File: src/rtl/rx_vc_endpoint_if.sv
// Shared flit types and the peripheral bus interface used by rx_vc_endpoint.
package rx_vc_pkg;

    localparam int unsigned VC_W = 3;

    typedef struct packed {
        logic [4:0]      src;
        logic [VC_W-1:0] vc;
    } flit_meta_t;

    typedef struct packed {
        flit_meta_t  metadata;
        logic [31:0] payload;
    } flit_t;

endpackage

interface bus_protocol_if;
    logic [31:0] addr;
    logic        wen;
    logic        ren;
    logic [31:0] wdata;
    logic [31:0] rdata;
    logic        error;
    logic        request_stall;

    modport peripheral_vital (
        input  addr, wen, ren, wdata,
        output rdata, error, request_stall
    );

    modport requester (
        output addr, wen, ren, wdata,
        input  rdata, error, request_stall
    );
endinterface

File: src/rtl/rx_vc_endpoint.sv
// Receive endpoint: one flit FIFO per virtual channel, credit return to the
// switch, and a bus register window for reading flits, irq and error counters.
module rx_vc_endpoint
    import rx_vc_pkg::*;
#(
    parameter int unsigned NUM_VCS       = 2,
    parameter int unsigned DEPTH         = 4,
    parameter logic [31:0] BASE_ADDR     = 32'h1000,
    parameter bit          CREDIT_ON_POP = 1'b1
) (
    input  logic               clk,
    input  logic               n_rst,
    input  flit_t              flit_in,
    input  logic               flit_valid,
    output logic               flit_accept,
    output logic [NUM_VCS-1:0] credit_granted,
    output logic               irq,
    bus_protocol_if.peripheral_vital bus_if
);

    localparam int unsigned CW = $clog2(DEPTH + 1);
    localparam int unsigned PW = $clog2(DEPTH);
    localparam int unsigned SW = (NUM_VCS > 1) ? $clog2(NUM_VCS) : 1;
    localparam logic [31:0] BAD_READ = 32'hBAD1BAD1;

    typedef enum logic [2:0] {
        REG_STATUS, REG_VC_SEL, REG_PAYLOAD, REG_METADATA,
        REG_COUNT, REG_IRQ_EN, REG_IRQ_THRESH, REG_ERRCNT
    } reg_t;

    flit_t              mem   [NUM_VCS][DEPTH];
    logic [CW-1:0]      count [NUM_VCS];
    logic [PW-1:0]      wptr  [NUM_VCS];
    logic [PW-1:0]      rptr  [NUM_VCS];
    logic [NUM_VCS-1:0] full, nonempty, push_v, pop_v, over;
    logic [SW-1:0]      vc_sel;
    logic [NUM_VCS-1:0] irq_en;
    logic [31:0]        irq_thresh;
    logic [15:0]        stall_cnt, drop_cnt;

    logic        vc_ok, tgt_full, do_push, do_drop, do_stall, do_pop, irq_d;
    logic        sel_nonempty, vc_sel_we, irq_en_we, thresh_we, errcnt_rd, in_win;
    logic [CW-1:0] sel_count;
    flit_t       head;
    logic [31:0] offset, status;
    reg_t        reg_idx;

    always_comb begin
        for (int unsigned v = 0; v < NUM_VCS; v++) begin
            full[v]     = (count[v] == CW'(DEPTH));
            nonempty[v] = (count[v] != '0);
        end
    end

    // Flit acceptance uses registered fullness only, so a same-cycle pop never frees a slot.
    always_comb begin
        vc_ok    = 32'(flit_in.metadata.vc) < NUM_VCS;
        tgt_full = 1'b0;
        for (int unsigned v = 0; v < NUM_VCS; v++)
            if (flit_in.metadata.vc == VC_W'(v)) tgt_full = full[v];
        do_push  = n_rst && flit_valid && vc_ok && !tgt_full;
        do_drop  = n_rst && flit_valid && !vc_ok;
        do_stall = n_rst && flit_valid && vc_ok && tgt_full;
        for (int unsigned v = 0; v < NUM_VCS; v++)
            push_v[v] = do_push && (flit_in.metadata.vc == VC_W'(v));
        flit_accept = do_push || do_drop;
    end

    always_comb begin
        head         = '0;
        sel_count    = '0;
        sel_nonempty = 1'b0;
        status       = '0;
        for (int unsigned v = 0; v < NUM_VCS; v++) begin
            status[v]      = nonempty[v];
            status[16 + v] = full[v];
            if (vc_sel == SW'(v)) begin
                head         = mem[v][rptr[v]];
                sel_count    = count[v];
                sel_nonempty = nonempty[v];
            end
        end
    end

    always_comb begin
        offset        = bus_if.addr - BASE_ADDR;
        in_win        = (bus_if.addr >= BASE_ADDR) && (offset < 32'h20) && (offset[1:0] == 2'b00);
        reg_idx       = reg_t'(offset[4:2]);
        bus_if.rdata  = BAD_READ;
        bus_if.error  = 1'b0;
        bus_if.request_stall = 1'b0;
        do_pop    = 1'b0;
        vc_sel_we = 1'b0;
        irq_en_we = 1'b0;
        thresh_we = 1'b0;
        errcnt_rd = 1'b0;
        if (n_rst && bus_if.ren) begin
            if (!in_win) begin
                bus_if.error = 1'b1;
            end else begin
                case (reg_idx)
                    REG_STATUS:     bus_if.rdata = status;
                    REG_VC_SEL:     bus_if.rdata = 32'(vc_sel);
                    REG_PAYLOAD:    if (sel_nonempty) begin
                                        bus_if.rdata = head.payload;
                                        do_pop       = 1'b1;
                                    end else bus_if.error = 1'b1;
                    REG_METADATA:   if (sel_nonempty) bus_if.rdata = 32'(head.metadata);
                                    else bus_if.error = 1'b1;
                    REG_COUNT:      bus_if.rdata = 32'(sel_count);
                    REG_IRQ_EN:     bus_if.rdata = 32'(irq_en);
                    REG_IRQ_THRESH: bus_if.rdata = irq_thresh;
                    REG_ERRCNT:     begin
                                        bus_if.rdata = {drop_cnt, stall_cnt};
                                        errcnt_rd    = 1'b1;
                                    end
                    default:        bus_if.error = 1'b1;
                endcase
            end
        end
        if (n_rst && bus_if.wen) begin
            if (!in_win) begin
                bus_if.error = 1'b1;
            end else begin
                case (reg_idx)
                    REG_VC_SEL:     if (bus_if.wdata < NUM_VCS) vc_sel_we = 1'b1;
                                    else bus_if.error = 1'b1;
                    REG_IRQ_EN:     irq_en_we = 1'b1;
                    REG_IRQ_THRESH: thresh_we = 1'b1;
                    default:        bus_if.error = 1'b1;
                endcase
            end
        end
        for (int unsigned v = 0; v < NUM_VCS; v++)
            pop_v[v] = do_pop && (vc_sel == SW'(v));
        credit_granted = CREDIT_ON_POP ? pop_v : push_v;
    end

    always_comb begin
        for (int unsigned v = 0; v < NUM_VCS; v++)
            over[v] = irq_en[v] && (32'(count[v]) >= irq_thresh);
        irq_d = (irq_thresh != '0) && (|over);
    end

    always_ff @(posedge clk) begin
        for (int unsigned v = 0; v < NUM_VCS; v++)
            if (push_v[v]) mem[v][wptr[v]] <= flit_in;
    end

    always_ff @(posedge clk) begin
        if (!n_rst) begin
            for (int unsigned v = 0; v < NUM_VCS; v++) begin
                count[v] <= '0;
                wptr[v]  <= '0;
                rptr[v]  <= '0;
            end
            vc_sel     <= '0;
            irq_en     <= '0;
            irq_thresh <= 32'd1;
            stall_cnt  <= '0;
            drop_cnt   <= '0;
            irq        <= 1'b0;
        end else begin
            for (int unsigned v = 0; v < NUM_VCS; v++) begin
                if (push_v[v]) wptr[v] <= wptr[v] + PW'(1);
                if (pop_v[v])  rptr[v] <= rptr[v] + PW'(1);
                count[v] <= count[v] + CW'(push_v[v]) - CW'(pop_v[v]);
            end
            if (vc_sel_we) vc_sel     <= bus_if.wdata[SW-1:0];
            if (irq_en_we) irq_en     <= bus_if.wdata[NUM_VCS-1:0];
            if (thresh_we) irq_thresh <= bus_if.wdata;
            // A read clears the counter, but an event in the read cycle is kept as 1.
            if (errcnt_rd)                         stall_cnt <= do_stall ? 16'd1 : '0;
            else if (do_stall && stall_cnt != '1)  stall_cnt <= stall_cnt + 16'd1;
            if (errcnt_rd)                         drop_cnt  <= do_drop ? 16'd1 : '0;
            else if (do_drop && drop_cnt != '1)    drop_cnt  <= drop_cnt + 16'd1;
            irq <= irq_d;
        end
    end

endmodule

File: src/flat_wrapper.sv
// flat-port wrapper written by rule: the top's interface ports become plain ports
module rx_vc_endpoint_flat import rx_vc_pkg::*;
#(
    parameter int unsigned NUM_VCS       = 2,
    parameter int unsigned DEPTH         = 4,
    parameter logic [31:0] BASE_ADDR     = 32'h1000,
    parameter bit          CREDIT_ON_POP = 1'b1
)
  (clk, n_rst, flit_in, flit_valid, flit_accept, credit_granted, irq, bus_if_addr, bus_if_wen, bus_if_ren, bus_if_wdata, bus_if_rdata, bus_if_error, bus_if_request_stall);
  bus_protocol_if bus_if_i ();
  input  logic clk;
  input  logic n_rst;
  input  flit_t flit_in;
  input  logic flit_valid;
  output logic flit_accept;
  output logic [NUM_VCS-1:0] credit_granted;
  output logic irq;
  input wire logic [$bits(bus_if_i.addr)-1:0] bus_if_addr;
  input wire logic [$bits(bus_if_i.wen)-1:0] bus_if_wen;
  input wire logic [$bits(bus_if_i.ren)-1:0] bus_if_ren;
  input wire logic [$bits(bus_if_i.wdata)-1:0] bus_if_wdata;
  output wire logic [$bits(bus_if_i.rdata)-1:0] bus_if_rdata;
  output wire logic [$bits(bus_if_i.error)-1:0] bus_if_error;
  output wire logic [$bits(bus_if_i.request_stall)-1:0] bus_if_request_stall;
  assign bus_if_i.addr = bus_if_addr;
  assign bus_if_i.wen = bus_if_wen;
  assign bus_if_i.ren = bus_if_ren;
  assign bus_if_i.wdata = bus_if_wdata;
  assign bus_if_rdata = bus_if_i.rdata;
  assign bus_if_error = bus_if_i.error;
  assign bus_if_request_stall = bus_if_i.request_stall;
  rx_vc_endpoint #(.NUM_VCS(NUM_VCS), .DEPTH(DEPTH), .BASE_ADDR(BASE_ADDR), .CREDIT_ON_POP(CREDIT_ON_POP)) u_core (.clk(clk), .n_rst(n_rst), .flit_in(flit_in), .flit_valid(flit_valid), .flit_accept(flit_accept), .credit_granted(credit_granted), .irq(irq), .bus_if(bus_if_i));
endmodule
File: config.mk
export PLATFORM = sky130hd
export DESIGN_NAME = rx_vc_endpoint_flat
export DESIGN_NICKNAME = d
export VERILOG_FILES = /design/src/rtl/rx_vc_endpoint_if.sv /design/src/rtl/rx_vc_endpoint.sv /design/src/flat_wrapper.sv
export SDC_FILE = /design/constraint.sdc
export NUM_CORES = 1
export LEC_CHECK = 0
export ABC_AREA = 1
export CAP_MARGIN = 10
export CORE_MARGIN = 4
export CORE_UTILIZATION = 55
export CTS_CLUSTER_DIAMETER = 150
export DETAILED_ROUTE_END_ITERATION = 7
export MAX_ROUTING_LAYER = met4
export PLACE_DENSITY = 0.87
export SYNTH_ARGS = -nofsm -noshare
export SYNTH_HDL_FRONTEND = slang
export SYNTH_SLANG_ARGS = --single-unit
export TNS_END_PERCENT = 30
File: constraint.sdc
create_clock -name clk -period 8.35 [get_ports clk]
set_clock_uncertainty 0.2 [all_clocks]
set_input_delay 0.835 -clock clk [delete_from_list [all_inputs] [get_ports clk]]
set_output_delay 0.835 -clock clk [all_outputs]
set_load 0.02 [all_outputs]
After elaboration in Yosys (flattened, before gate mapping)
Memories as Yosys holds them, arrays and structs flattened. Index checks and enable logic that the tools add are counted.

Logic and storage cells: 167. Memory bits (writable): 334. Bits in registers: 68. Memories: 4. Output and inout port bits: 38. Input bits: 109.

Memory list: u_core.mem (words 2, width 160, read ports 2, clocked after Yosys merged registers in 0, wr ports 1, line rx_vc_endpoint.sv:31) `flit_t mem [NUM_VCS][DEPTH];`; u_core.count (words 2, width 3, read ports 2, clocked after Yosys merged registers in 0, wr ports 2, line rx_vc_endpoint.sv:32) `logic [CW-1:0] count [NUM_VCS];`; u_core.rptr (words 2, width 2, read ports 2, clocked after Yosys merged registers in 0, wr ports 2, line rx_vc_endpoint.sv:34) `logic [PW-1:0] rptr [NUM_VCS];`; u_core.wptr (words 2, width 2, read ports 2, clocked after Yosys merged registers in 0, wr ports 2, line rx_vc_endpoint.sv:33) `logic [PW-1:0] wptr [NUM_VCS];`.

Eq/ne operators: 12. Reduce and logical (&&, ||, !) cells: 35. Bitwise logic cells: 11. $add $sub $neg: 11. $lt $le $gt $ge: 12. Mux-type cells: 76.

Operators by type and width (count): $mux 160 (4); $mux 40 (7); $pmux 32 s8 (1); $bmux 40 s2 (2); $demux 40 s2 (2); $reduce_or 160->1 (1); $mux 32 (4); $ge 3x32->1 (2); $mux 16 (4); $mux 1 (44); $add 16x1->16 const B (2); $ge 32x13->1 const B (1); $lt 32x2->1 const B (1); $lt 32x6->1 const B (1); $ne 16x16->1 const B (2); $reduce_bool 32->1 (1); $sub 32x13->32 const B (1); $logic_and 1x1->1 (20); $eq 3x3->1 const B (6); $ge 3x3->1 const B (4); $not 2->3 (4); $mux 3 (3); $add 2x1->2 const B (4); $mux 2 (4); 16 further kinds (32).

Depth between registers and ports, before layout
An unclocked memory read counts as a cell.

Depth after elaboration: 12. Gate-level depth with buffers: 22. Gate-level depth less buffers: 22.

Worst setup path before layout
OpenSTA, ideal clock, no wires.

Path kind: in2reg. From: in flit_in[33] in the netlist's numbering. To: mem u_core.mem[0][0] in the netlist's numbering (enable). Setup time: 0.438 ns. Arrival time: 3.209 ns. Cell stages on the path: 8. Required time: 7.712 ns. Buffers on the path: 0. Path slack: 4.503 ns. Cells stage by stage: inv_1 > nand2_1 > nor2_1 > nand2_1 > nand2_1 > nor3_1 > nand2_1 > nor2_1.

Longest elaborated chain between the ends: 10. Elaborated cells between the ends (all ways): 17. Classes of those cells: order compare (1); eq/ne (1); mux (8); reduce/logical (7).

RTL lines: start, declared (line flat_wrapper.sv:13) `input flit_t flit_in;`; $logic_not 3->1 (line rx_vc_endpoint.sv:60, rx_vc_endpoint.sv:65); $mux 1 (2 in a row) (line rx_vc_endpoint.sv:60) `if (flit_in.metadata.vc == VC_W'(v)) tgt_full = full[v];`; $logic_not 1->1 (line rx_vc_endpoint.sv:61) `do_push = n_rst && flit_valid && vc_ok && !tgt_full;`; $logic_and 1x1->1 (line rx_vc_endpoint.sv:61); $logic_and 1x1->1 (line rx_vc_endpoint.sv:65) `push_v[v] = do_push && (flit_in.metadata.vc == VC_W'(v));`; $mux 1 (line rx_vc_endpoint.sv:147) `if (push_v[v]) mem[v][wptr[v]] <= flit_in;`; $mux 160 (not written as such) (line rx_vc_endpoint.sv:147); $reduce_or 160->1 (no source line); $mux 1 (no source line) or $mux 160 (tied branches); end, declared (line rx_vc_endpoint.sv:31).

Parallel ways exist; a longest one is shown, timed or not.

==> impl_metrics.csv <==
group,metric,value,unit
outcome,status,"finished, final reports clean",
clock_network,cts-root-buf,"clkbuf_16",
floorplanning,die_w,192,um
floorplanning,die_y,192,um
layout,fillers,2496,
worst_setup_path,rrSetupSlack,4.57,ns
route,postRouteAntennaNets,0,
placed_design,gp_congestion,1.01,
route,routed_wl,54600,um
clock_network,tritoncts,"done",
synth,synth_area_per_cell,9.76,sq um
synth,synth_fa_ha_area_share,1.57,%
worst_setup_path,critPathArrivalTime,4.44,ns
layout,fin_cells,2491,
global_route,track_usage,29.7,%
floorplanning,rows,66,
global_route,grt_pass1_vias,14621,
clock_network,clk_pin_slew,0.06,ns
worst_setup_path,rr_worst_depth,19,
clock_network,numCtsBuffers,41,
route,drc,0,
synth,synth_xor_area_share,0.283,%
worst_setup_path,r2r-end,"u_core.count[0][5]",
floorplanning,initial_core_util,56.4,%
route,vias,15231,
global_route,grt_first_pass_wirelength,81500,um
synth,netlist_area,0.0185,sq mm
synth,synth_edf_count,328,
synth,synth_cell_types,53,
clock_network,clock_sinks,402,
hold_path,hp-class,"reg2reg",
hold_path,hold_start,"u_core.irq_thresh[0]",
worst_setup_path,end_kind,"output pin",
power,powerDensity,194,mW/mm^2
sta,finalSetupViolations,0,
global_route,antenna_found_initial,1,
synth,synth_compound_area_share,11.8,%
sta,rsz0062_at_grt,"no",
sta,setup_tns,0,ns
clock_network,cts_setup_buffers,0,
synth,synth_top_family_by_area,"simple AND/OR/NAND/NOR gates",
worst_setup_path,cp-start-kind,"flop",
layout,drive_above_1_share,5.86,%
sta,max_freq,183,MHz
sta,finalMaxSlewViolations,0,
clock_network,clock_latency,0.55,ns
clock_network,htree_levels,2,
synth,synthCells,1899,
synth,synth_nets,2030,
worst_setup_path,cp_max_fo,81,
job,drv_cap,0,
sta,hold_viol,0,
route,viasPerCell,6.11,
layout,area_growth,16.9,%
synth,synthSimpleGateAreaFrac,17.9,%
synth,async_flop_share,0,%
clock_network,cts.path.max_buffers,3,
floorplanning,dieArea,0.0367,sq mm
synth,yosys.area.top_type,"edfxtp_1",
placed_design,numPortBuffers,145,
sta,fin_crit_sh,65.5,%
synth,ys_seq_elements,402,
sta,worst_pin_slew,0.969,ns
clock_network,post_cts_resized,0,
route,first_pass_iters,6,
power,power.leakage,0.00793,uW
sta,min_period,5.47,ns
layout,final_nets,2146,
synth,ys.flop_type,"edfxtp_1",
placed_design,hpwl,34800,um
worst_setup_path,r2r_start,"u_core.vc_sel",
sta,slew_headroom,35.2,%
synth,synth_top_area_share,53.1,%
synth,ys_seq_area_share,61.1,%
worst_setup_path,crit_type,"reg2out",
synth,synthMuxAreaShare,0.216,%
route,first_iter_violations,2094,
hold_path,min_to,"u_core.irq_thresh[0]",
floorplanning,ios,147,
synth,synth_area_leaders,"edfxtp_1 53%, dfxtp_1 8.0%, nor2_1 6.1%",
worst_setup_path,required,7.32,ns
global_route,grt_remaining_overflow,0,
clock_network,postCtsHoldBufs,0,
route,wl_per_cell,21.9,um
placed_design,place_inst,2414,
power,ir_drop,189,uV
global_route,grt_max_degree,82,
synth,yosysWarningCount,0,
floorplanning,core,0.0329,sq mm
hold_path,whs_path_depth,2,
==> worst max-delay path by stage <==
| stage | cells after the start | start | slack, ns | end |
|---|---|---|---|---|
| global placement | 15 | bus_if_addr[13] | 3.35 | bus_if_rdata[7] |
| floorplan | 8 | flit_in[33] | 4.50 | u_core.mem[0][0] |
| finish | 12 | u_core.rptr[0][0] | 2.88 | bus_if_rdata[0] |
| global route | 12 | u_core.rptr[0][0] | 2.75 | bus_if_rdata[0] |
| detailed placement | 14 | bus_if_addr[13] | 3.29 | bus_if_rdata[31] |
| CTS | 12 | u_core.rptr[0][0] | 3.05 | bus_if_rdata[0] |
==> cells in the final DEF (no fill, tap or decap), types with 10 or more instances in the layout <==
cell	instances
a22oi_1	26
clkinv_1	10
nand2_1	287
o221ai_1	23
a221oi_1	14
nor2_1	295
nor3_1	17
inv_1	225
clkdlybuf4s50_1	144
ha_1	20
o211ai_1	14
o21ai_0	155
o22ai_1	34
dfxtp_1	74
edfxtp_1	328
buf_4	25
nand3_1	68
nor2_4	12
clkbuf_16	42
clkbuf_1	11
a21oi_1	55
nand4_1	77
==> cell type report <==
type / count / area (sq um) / area share (%)
antenna: 1 / 2.50 / 0.0116
clock buffer: 55 / 1120 / 5.17
clock inverter: 21 / 188 / 0.866
inverter: 236 / 886 / 4.09
multi-input combinational: 1164 / 5950 / 27.5
sequential: 402 / 11300 / 52.3
tap: 442 / 553 / 2.55
timing repair buffer: 170 / 1630 / 7.54
==> power by group <==
part | total [uW] | switching, uW | leakage, uW | internal [uW]
clock network | 1800 | 782 | 0.000644 | 1020
logic | 237 | 153 | 0.00373 | 83.4
registers | 2180 | 3.86 | 0.00356 | 2170
==> critical path, stage by stage (launching register included) <==
cell and delay [ns]:
edfxtp_1 0.32, buf_4 0.69, inv_2 0.47, buf_4 0.44, o21ai_0 0.22, o22ai_1 0.09, nand2_1 0.08, nand3_1 0.09
nand2_1 0.16, o2111ai_1 0.14, o21ai_0 0.45, nand2_1 0.11, clkdlybuf4s50_1 0.56
==> per-stage QoR <==
stage	hold WS (ns)	utilization (%)	total power [uW]	area [sq um]	worst slack, ns
4_1_cts	0.323	65.9	4210	21700	3.05
5_1_grt	0.369	65.9	4320	21700	2.75
3_3_place_gp	0.314	61.9	2440	20400	3.35
2_1_floorplan	0.279	-	2330	18500	4.50
6_report	0.332	65.9	4210	21700	2.88
3_5_place_dp	0.310	61.9	2450	20400	3.29
==> cell usage after synthesis, types with 2 or more instances <==
master	instances
nor2_1	303
clkinv_1	5
o211ai_1	14
buf_2	5
a21boi_0	3
dfxtp_1	74
a211oi_2	5
nor3_1	18
nand2_1	287
buf_4	5
ha_1	20
clkbuf_1	72
o211a_1	2
a32o_1	3
xor2_1	5
o31ai_1	5
nor2_4	4
o22ai_1	34
buf_1	9
inv_1	228
nor4_1	6
a21oi_1	55
nand3_1	68
nand2_2	4
a22oi_1	26
o21a_1	2
a221oi_1	14
o41ai_1	2
edfxtp_1	328
o21ai_0	155
nand4_1	77
mux2i_1	4
a31oi_1	2
and3_1	2
a211oi_1	4
nor2_2	2
o221ai_1	23
fa_1	2
buf_6	6
inv_2	3
==> routing by layer <==
| metal | vias up | GRT usage (%) | wire length (um) |
|---|---|---|---|
| met4 | 0 | 11.2 | 1990 |
| met3 | 181 | 6.05 | 6570 |
| met1 | 7168 | 37.3 | 20100 |
| met2 | 1060 | 48.1 | 26000 |
| li1 | 6822 | - | - |
| met5 | - | - | 0 |
==> flip-flops by register name (all words and copies together), names as in the netlist <==
register,cells
u_core.count,6
u_core.drop_cnt,16
u_core.irq,1
u_core.irq_en,2
u_core.irq_thresh,32
u_core.mem,320
u_core.rptr,4
u_core.stall_cnt,16
u_core.vc_sel,1
u_core.wptr,4
==> cell families after synthesis <==
family	after synthesis
fa+ha+maj	22
compound gates	354
simple gates	777
other cells	1
buf+inv	333
mux	4
flops	402
xor+xnor	6
(Power assumes the default switching activity.)
